--- src/rtl/turn_seq_pkg.sv ---
// Shared types for the turn-signal sequencer: state codes, lamp patterns,
// request decode and sequence-step helpers.
package turn_seq_pkg;

  typedef logic [3:0] state_t;

  localparam state_t ST_IDLE = 4'd0;
  localparam state_t ST_L1   = 4'd1;
  localparam state_t ST_L2   = 4'd2;
  localparam state_t ST_L3   = 4'd3;
  localparam state_t ST_LOFF = 4'd4;
  localparam state_t ST_R1   = 4'd5;
  localparam state_t ST_R2   = 4'd6;
  localparam state_t ST_R3   = 4'd7;
  localparam state_t ST_ROFF = 4'd8;
  localparam state_t ST_HON  = 4'd9;
  localparam state_t ST_HOFF = 4'd10;

  typedef logic [2:0] lamp_t;

  localparam lamp_t LAMP_OFF = 3'b000;
  localparam lamp_t LAMP_1   = 3'b001;
  localparam lamp_t LAMP_2   = 3'b011;
  localparam lamp_t LAMP_3   = 3'b111;

  typedef enum logic [1:0] {
    REQ_NONE,
    REQ_LEFT,
    REQ_RIGHT,
    REQ_HAZ
  } req_e;

  // Both turn stalks at once counts as hazard.
  function automatic req_e decode_req(
    input logic l,
    input logic r,
    input logic h
  );
    req_e q;
    q = REQ_NONE;
    unique case (1'b1)
      h | (l & r):    q = REQ_HAZ;
      l & ~r & ~h:    q = REQ_LEFT;
      r & ~l & ~h:    q = REQ_RIGHT;
      default:        q = REQ_NONE;
    endcase
    return q;
  endfunction

  function automatic logic is_left(input state_t s);
    return (s == ST_L1) || (s == ST_L2) ||
           (s == ST_L3) || (s == ST_LOFF);
  endfunction

  function automatic logic is_right(input state_t s);
    return (s == ST_R1) || (s == ST_R2) ||
           (s == ST_R3) || (s == ST_ROFF);
  endfunction

  function automatic logic is_haz(input state_t s);
    return (s == ST_HON) || (s == ST_HOFF);
  endfunction

  function automatic state_t step(input state_t s);
    state_t n;
    case (s)
      ST_L1:   n = ST_L2;
      ST_L2:   n = ST_L3;
      ST_L3:   n = ST_LOFF;
      ST_LOFF: n = ST_L1;
      ST_R1:   n = ST_R2;
      ST_R2:   n = ST_R3;
      ST_R3:   n = ST_ROFF;
      ST_ROFF: n = ST_R1;
      ST_HON:  n = ST_HOFF;
      ST_HOFF: n = ST_HON;
      default: n = ST_IDLE;
    endcase
    return n;
  endfunction

endpackage

--- src/rtl/turn_signal_seq_if.sv ---
// Request/lamp bundle of the turn-signal sequencer.
// master drives left/right/hazard requests; slave drives lamps + active.
interface turn_signal_seq_if;

  logic       left_req;
  logic       right_req;
  logic       hazard_req;
  logic [2:0] l_signal;
  logic [2:0] r_signal;
  logic       active;

  modport master (
    output left_req,
    output right_req,
    output hazard_req,
    input  l_signal,
    input  r_signal,
    input  active
  );

  modport slave (
    input  left_req,
    input  right_req,
    input  hazard_req,
    output l_signal,
    output r_signal,
    output active
  );

endinterface

--- src/rtl/turn_signal_seq_prescaler.sv ---
// tick_prescaler: counts 0..DIV-1 while run is high, pulses tick on the
// last count. Ports: clock, reset_n, run, tick.
module tick_prescaler #(
  parameter int DIV = 4
) (
  input  logic clock,
  input  logic reset_n,
  input  logic run,
  output logic tick
);

  localparam int W = $clog2(DIV);
  localparam logic [W-1:0] LAST = W'(DIV - 1);

  logic [W-1:0] count;

  assign tick = run && (count == LAST);

  always_ff @(posedge clock or negedge reset_n) begin
    if (!reset_n) begin
      count <= '0;
    end else if (!run || tick) begin
      count <= '0;
    end else begin
      count <= count + 1'b1;
    end
  end

endmodule

--- src/rtl/turn_signal_seq.sv ---
// Turn-signal sequencer: left/right/hazard requests -> 3-lamp sweeps.
// Ports: clock, reset_n, bus (slave). Macro: TURN_SEQ_SYNC_EN.
module turn_signal_seq
  import turn_seq_pkg::*;
#(
  parameter int TICK_DIV = 12_500_000
) (
  input logic              clock,
  input logic              reset_n,
  turn_signal_seq_if.slave bus
);

  logic [2:0] req_bits;

`ifdef TURN_SEQ_SYNC_EN
  logic [2:0] sync1;
  logic [2:0] sync2;

  always_ff @(posedge clock or negedge reset_n) begin
    if (!reset_n) begin
      sync1 <= '0;
      sync2 <= '0;
    end else begin
      sync1 <= {bus.hazard_req, bus.right_req, bus.left_req};
      sync2 <= sync1;
    end
  end

  assign req_bits = sync2;
`else
  assign req_bits = {bus.hazard_req, bus.right_req, bus.left_req};
`endif

  req_e   req;
  state_t state;
  state_t state_nxt;
  lamp_t  l_nxt;
  lamp_t  r_nxt;
  logic   act_nxt;
  lamp_t  l_q;
  lamp_t  r_q;
  logic   act_q;
  logic   tick;

  assign req = decode_req(req_bits[0], req_bits[1], req_bits[2]);

  tick_prescaler #(
    .DIV (TICK_DIV)
  ) u_presc (
    .clock   (clock),
    .reset_n (reset_n),
    .run     (state != ST_IDLE),
    .tick    (tick)
  );

  always_ff @(posedge clock or negedge reset_n) begin
    if (!reset_n) begin
      state <= ST_IDLE;
      l_q   <= LAMP_OFF;
      r_q   <= LAMP_OFF;
      act_q <= 1'b0;
    end else begin
      state <= state_nxt;
      l_q   <= l_nxt;
      r_q   <= r_nxt;
      act_q <= act_nxt;
    end
  end

  // IDLE reacts immediately; lit states only move on tick.
  always_comb begin
    state_nxt = state;
    if (state == ST_IDLE) begin
      unique case (req)
        REQ_HAZ:   state_nxt = ST_HON;
        REQ_LEFT:  state_nxt = ST_L1;
        REQ_RIGHT: state_nxt = ST_R1;
        REQ_NONE:  state_nxt = ST_IDLE;
      endcase
    end else if (tick) begin
      unique case (req)
        REQ_NONE:
          state_nxt = ST_IDLE;
        REQ_HAZ:
          state_nxt = is_haz(state) ? step(state) : ST_HON;
        REQ_LEFT:
          state_nxt = is_left(state) ? step(state) : ST_L1;
        REQ_RIGHT:
          state_nxt = is_right(state) ? step(state) : ST_R1;
      endcase
    end
  end

  // Decoded from next state so lamps move on the state edge.
  always_comb begin
    l_nxt   = LAMP_OFF;
    r_nxt   = LAMP_OFF;
    act_nxt = (state_nxt != ST_IDLE);
    case (state_nxt)
      ST_L1:   l_nxt = LAMP_1;
      ST_L2:   l_nxt = LAMP_2;
      ST_L3:   l_nxt = LAMP_3;
      ST_R1:   r_nxt = LAMP_1;
      ST_R2:   r_nxt = LAMP_2;
      ST_R3:   r_nxt = LAMP_3;
      ST_HON: begin
        l_nxt = LAMP_3;
        r_nxt = LAMP_3;
      end
      default: begin
        l_nxt = LAMP_OFF;
        r_nxt = LAMP_OFF;
      end
    endcase
  end

  assign bus.l_signal = l_q;
  assign bus.r_signal = r_q;
  assign bus.active   = act_q;

endmodule

--- src/flat_wrapper.sv ---
// flat-port wrapper written by rule: the top's interface ports become plain ports
module turn_signal_seq_flat import turn_seq_pkg::*;
#(
  parameter int TICK_DIV = 12_500_000
)
  (clock, reset_n, bus_left_req, bus_right_req, bus_hazard_req, bus_l_signal, bus_r_signal, bus_active);
  turn_signal_seq_if bus_i ();
  input logic clock;
  input logic reset_n;
  input wire logic [$bits(bus_i.left_req)-1:0] bus_left_req;
  input wire logic [$bits(bus_i.right_req)-1:0] bus_right_req;
  input wire logic [$bits(bus_i.hazard_req)-1:0] bus_hazard_req;
  output wire logic [$bits(bus_i.l_signal)-1:0] bus_l_signal;
  output wire logic [$bits(bus_i.r_signal)-1:0] bus_r_signal;
  output wire logic [$bits(bus_i.active)-1:0] bus_active;
  assign bus_i.left_req = bus_left_req;
  assign bus_i.right_req = bus_right_req;
  assign bus_i.hazard_req = bus_hazard_req;
  assign bus_l_signal = bus_i.l_signal;
  assign bus_r_signal = bus_i.r_signal;
  assign bus_active = bus_i.active;
  turn_signal_seq #(.TICK_DIV(TICK_DIV)) u_core (.clock(clock), .reset_n(reset_n), .bus(bus_i));
endmodule
--- config.mk ---
export PLATFORM = sky130hd
export DESIGN_NAME = turn_signal_seq_flat
export DESIGN_NICKNAME = d
export VERILOG_FILES = /design/src/rtl/turn_seq_pkg.sv /design/src/rtl/turn_signal_seq_if.sv /design/src/rtl/turn_signal_seq_prescaler.sv /design/src/rtl/turn_signal_seq.sv /design/src/flat_wrapper.sv
export SDC_FILE = /design/constraint.sdc
export NUM_CORES = 1
export LEC_CHECK = 0
export ABC_AREA = 1
export ABC_CLOCK_PERIOD_IN_PS = 3200
export CAP_MARGIN = 10
export CORE_UTILIZATION = 65
export DETAILED_ROUTE_END_ITERATION = 10
export GPL_ROUTABILITY_DRIVEN = 0
export PLACE_DENSITY = 0.92
export SLEW_MARGIN = 25
export SYNTH_ARGS = -nofsm -noshare
export SYNTH_HDL_FRONTEND = slang
export SYNTH_HIERARCHICAL = 1
export SYNTH_SLANG_ARGS = --single-unit
export TNS_END_PERCENT = 10
--- constraint.sdc ---
create_clock -name clock -period 3.2 [get_ports clock]
set_input_delay 0.64 -clock clock [delete_from_list [all_inputs] [get_ports clock]]
set_output_delay 0.64 -clock clock [all_outputs]
set_load 0.005 [all_outputs]
==> impl_metrics.yaml <==
status:
  status: "finished clean"
sta:
  fin_crit_sh_pct: 73.6
  max_slew_margin_pct: 71.1
  drv_slew: 0
  setup_violations: 0
  hold-worst-slack_ns: 0.522
  max_freq_ghz: 0.425
  rsz0062_at_grt: "no"
  fin_crit_ns: 2.36
  skew_ns: 0.00867
  fin_setup_tns_ns: 0
  worstMarginPinSlew_ns: 0.434
  hold_viol_final: 0
global_route:
  grt_max_degree: 36
  track_usage_pct: 27.5
  antenna_found_initial: 0
  grt_pass1_wl_um: 8480
  grt_pass1_vias: 2015
  gr-total-overflow: 0
setup_path:
  path_cells: "ha_1, nand2_2, nor2_4, nand2_2, nand3b_4, nor2_1, nand2_1, a21oi_1, nand2_2, a21oi_4, nor2_2, nand2_4, nand3_1"
  worst_path_max_delay_cell: "dfrtp_1"
  path_common_cell: "nand2_2"
  cp-start-kind: "flop"
  path_max_fanout: 5
  critPathMaxStageDelay_ns: 0.42
  r2r_setup_slack_ns: 0.84
  crit_arrival_ns: 2.53
  end_kind: "flop"
  crit_family: "simple AND/OR/NAND/NOR gates"
  critical_path_class: "reg2reg"
  cp.required_ns: 3.37
  worst-path-buf-inv: 0
pwr:
  p_leak_nw: 1.38
  vdd_drop_max_mv: 0.287
  p_per_area_nw_per_um2: 329
logic_synthesis:
  syn-num-nets: 351
  netlist_area_um2: 2410
  synth_commonest_cells: "nand2_1 (107), nor2_1 (52), inv_1 (39), dfrtp_1 (35), nand3_1 (29)"
  ys_top_cells_by_area: "dfrtp_1 (36%), nand2_1 (17%), nor2_1 (8.1%)"
  yosys_warnings: 6
  syn_inst: 340
  synth.distinct_cells: 28
  yosys_most_used_dff: "dfrtp_1"
  netlist.area_leader.share_pct: 36.4
  seq_area_frac_synth_pct: 36.4
  synth_most_common_cell: "nand2_1"
  synth_edf_count: 0
  async_reset_ff_share_pct: 100
  synth_top_area_cell: "dfrtp_1"
  ys_ff_latch: 35
  syn_area_per_cell_um2: 7.08
placed_design:
  io_buffer_count: 11
  place_hpwl_um: 3640
cts:
  cts_root_buffer: "clkbuf_8"
  insertion_delay_ns: 0.29
  cts_resized: 0
  path_clk_slew_ns: 0.07
  clock_path_buffers: 2
  cts_setup_buffers: 0
  postCtsHoldBufs: 0
  numClockSinks: 35
  cts_max_level: 2
  cts_made_buffers: 5
  cts_tree: "yes"
die:
  rows: 21
  die_h_um: 62.8
  io_pins: 12
  initial_core_util_pct: 69.9
  die_x_um: 62.8
  fp.coreArea_um2: 3440
  die-area_um2: 3950
hold_path:
  hold_path.class: "reg2reg"
finish:
  drive_above_1_share_pct: 14.8
  area_delta_synth_final_pct: 10.2
  nNetsFinal: 367
  fillCellCount: 272
  diodes: 0
job:
  cap_violations: 0
routing:
  post-route-drc-count: 0
  viasPerCell: 5.19
  wire_per_inst_um: 12.0
  initialDrtViolationCount: 168
  drt_first_pass_iters: 4
  ant_nets: 0
  vias: 2091
  wirelength_um: 4840
[cell families (layout without fill, tap and decap cells)]
| kind of cell | count (synthesis) | in the layout | share of synthesized area (%) |
|---|---|---|---|
| AOI/OAI and AO/OA | 11 | 11 | 3.07 |
| buffers and inverters | 47 | 64 | 8.68 |
| adders and majority gates | 6 | 6 | 3.12 |
| DFF | 35 | 35 | 36.4 |
| and+or+nand+nor | 230 | 230 | 44.7 |
| xor gates and xnor gates | 11 | 11 | 4.00 |
[layout by cell type, fill, tap and decap left out]
| master | count |
|---|---|
| a21oi_1 | 3 |
| a21oi_4 | 1 |
| and2_1 | 1 |
| buf_4 | 1 |
| bufinv_16 | 1 |
| clkbuf_8 | 5 |
| clkdlybuf4s50_1 | 11 |
| clkinv_2 | 2 |
| clkinv_4 | 1 |
| dfrtp_1 | 35 |
| ha_1 | 6 |
| inv_1 | 39 |
| inv_2 | 4 |
| nand2_1 | 107 |
| nand2_2 | 11 |
| nand2_4 | 4 |
| nand3_1 | 29 |
| nand3b_1 | 1 |
| nand3b_4 | 1 |
| nand4_1 | 2 |
| nor2_1 | 52 |
| nor2_2 | 15 |
| nor2_4 | 3 |
| nor2_8 | 1 |
| nor3_2 | 2 |
| o21ai_0 | 2 |
| o21ai_1 | 2 |
| o21bai_1 | 3 |
| or2_2 | 1 |
| xnor2_1 | 2 |
| xor2_1 | 9 |
[area by class of cell]
type / count / area, µm² / area share, %
Multi-Input combinational cell: 258 / 1320 / 49.8
Clock buffer: 5 / 68.8 / 2.60
Inverter: 44 / 166 / 6.28
Tap cell: 46 / 57.6 / 2.17
Timing Repair Buffer: 12 / 118 / 4.44
Sequential cell: 35 / 876 / 33.0
Clock inverter: 3 / 43.8 / 1.65
[per-stage QoR]
step | total power (W) | util [%] | std cells | setup WS (ns) | cell area [µm²]
after floorplan | 0.000471 | - | 340 | 1.21 | 2410
after global placement | 0.000489 | 73.8 | 395 | 0.937 | 2540
after detailed placement | 0.000490 | 73.8 | 395 | 0.878 | 2540
after CTS | 0.000881 | 77.0 | 403 | 0.872 | 2650
after global routing | 0.000907 | 77.0 | 403 | 0.683 | 2650
final | 0.000873 | 77.0 | 403 | 0.845 | 2650
[state kept, by name, indices dropped and copies added (netlist names)]
register,flops
u_core/bus.active,1
u_core/bus.l_signal,3
u_core/bus.r_signal,3
u_core/state,4
u_core/u_presc/count,24
[path summary, 6_finish.rpt]
kind,start,endpoint,depth (start not counted)
worst min register to register,u_core/u_presc/count[0],u_core/u_presc/count[0],1
worst min-delay path,u_core/u_presc/count[0],u_core/u_presc/count[0],1
max in group asynchronous,reset_n,u_core/u_presc/count[7],2
worst max register to register,u_core/u_presc/count[0],u_core/bus.r_signal[0],13
worst max-delay path,u_core/u_presc/count[0],u_core/bus.r_signal[0],13
min in group asynchronous,reset_n,u_core/u_presc/count[16],2
[power breakdown]
| part | internal [W] | switching, W | leakage (nW) |
|---|---|---|---|
| combinational | 0.0000127 | 0.0000238 | 0.865 |
| sequential | 0.000443 | 0.00000126 | 0.454 |
| clock | 0.000232 | 0.000160 | 0.0581 |
| total | 0.000687 | 0.000185 | 1.38 |
[per-layer routing]
metal	wire length (µm)	vias up	track usage [%]
met1	1990	951	31.4
met5	0	-	0
li1	-	1065	-
met4	100	0	10.8
met2	2500	66	49.6
met3	247	9	5.84
No activity file was read; power rests on OpenSTA's default activity.
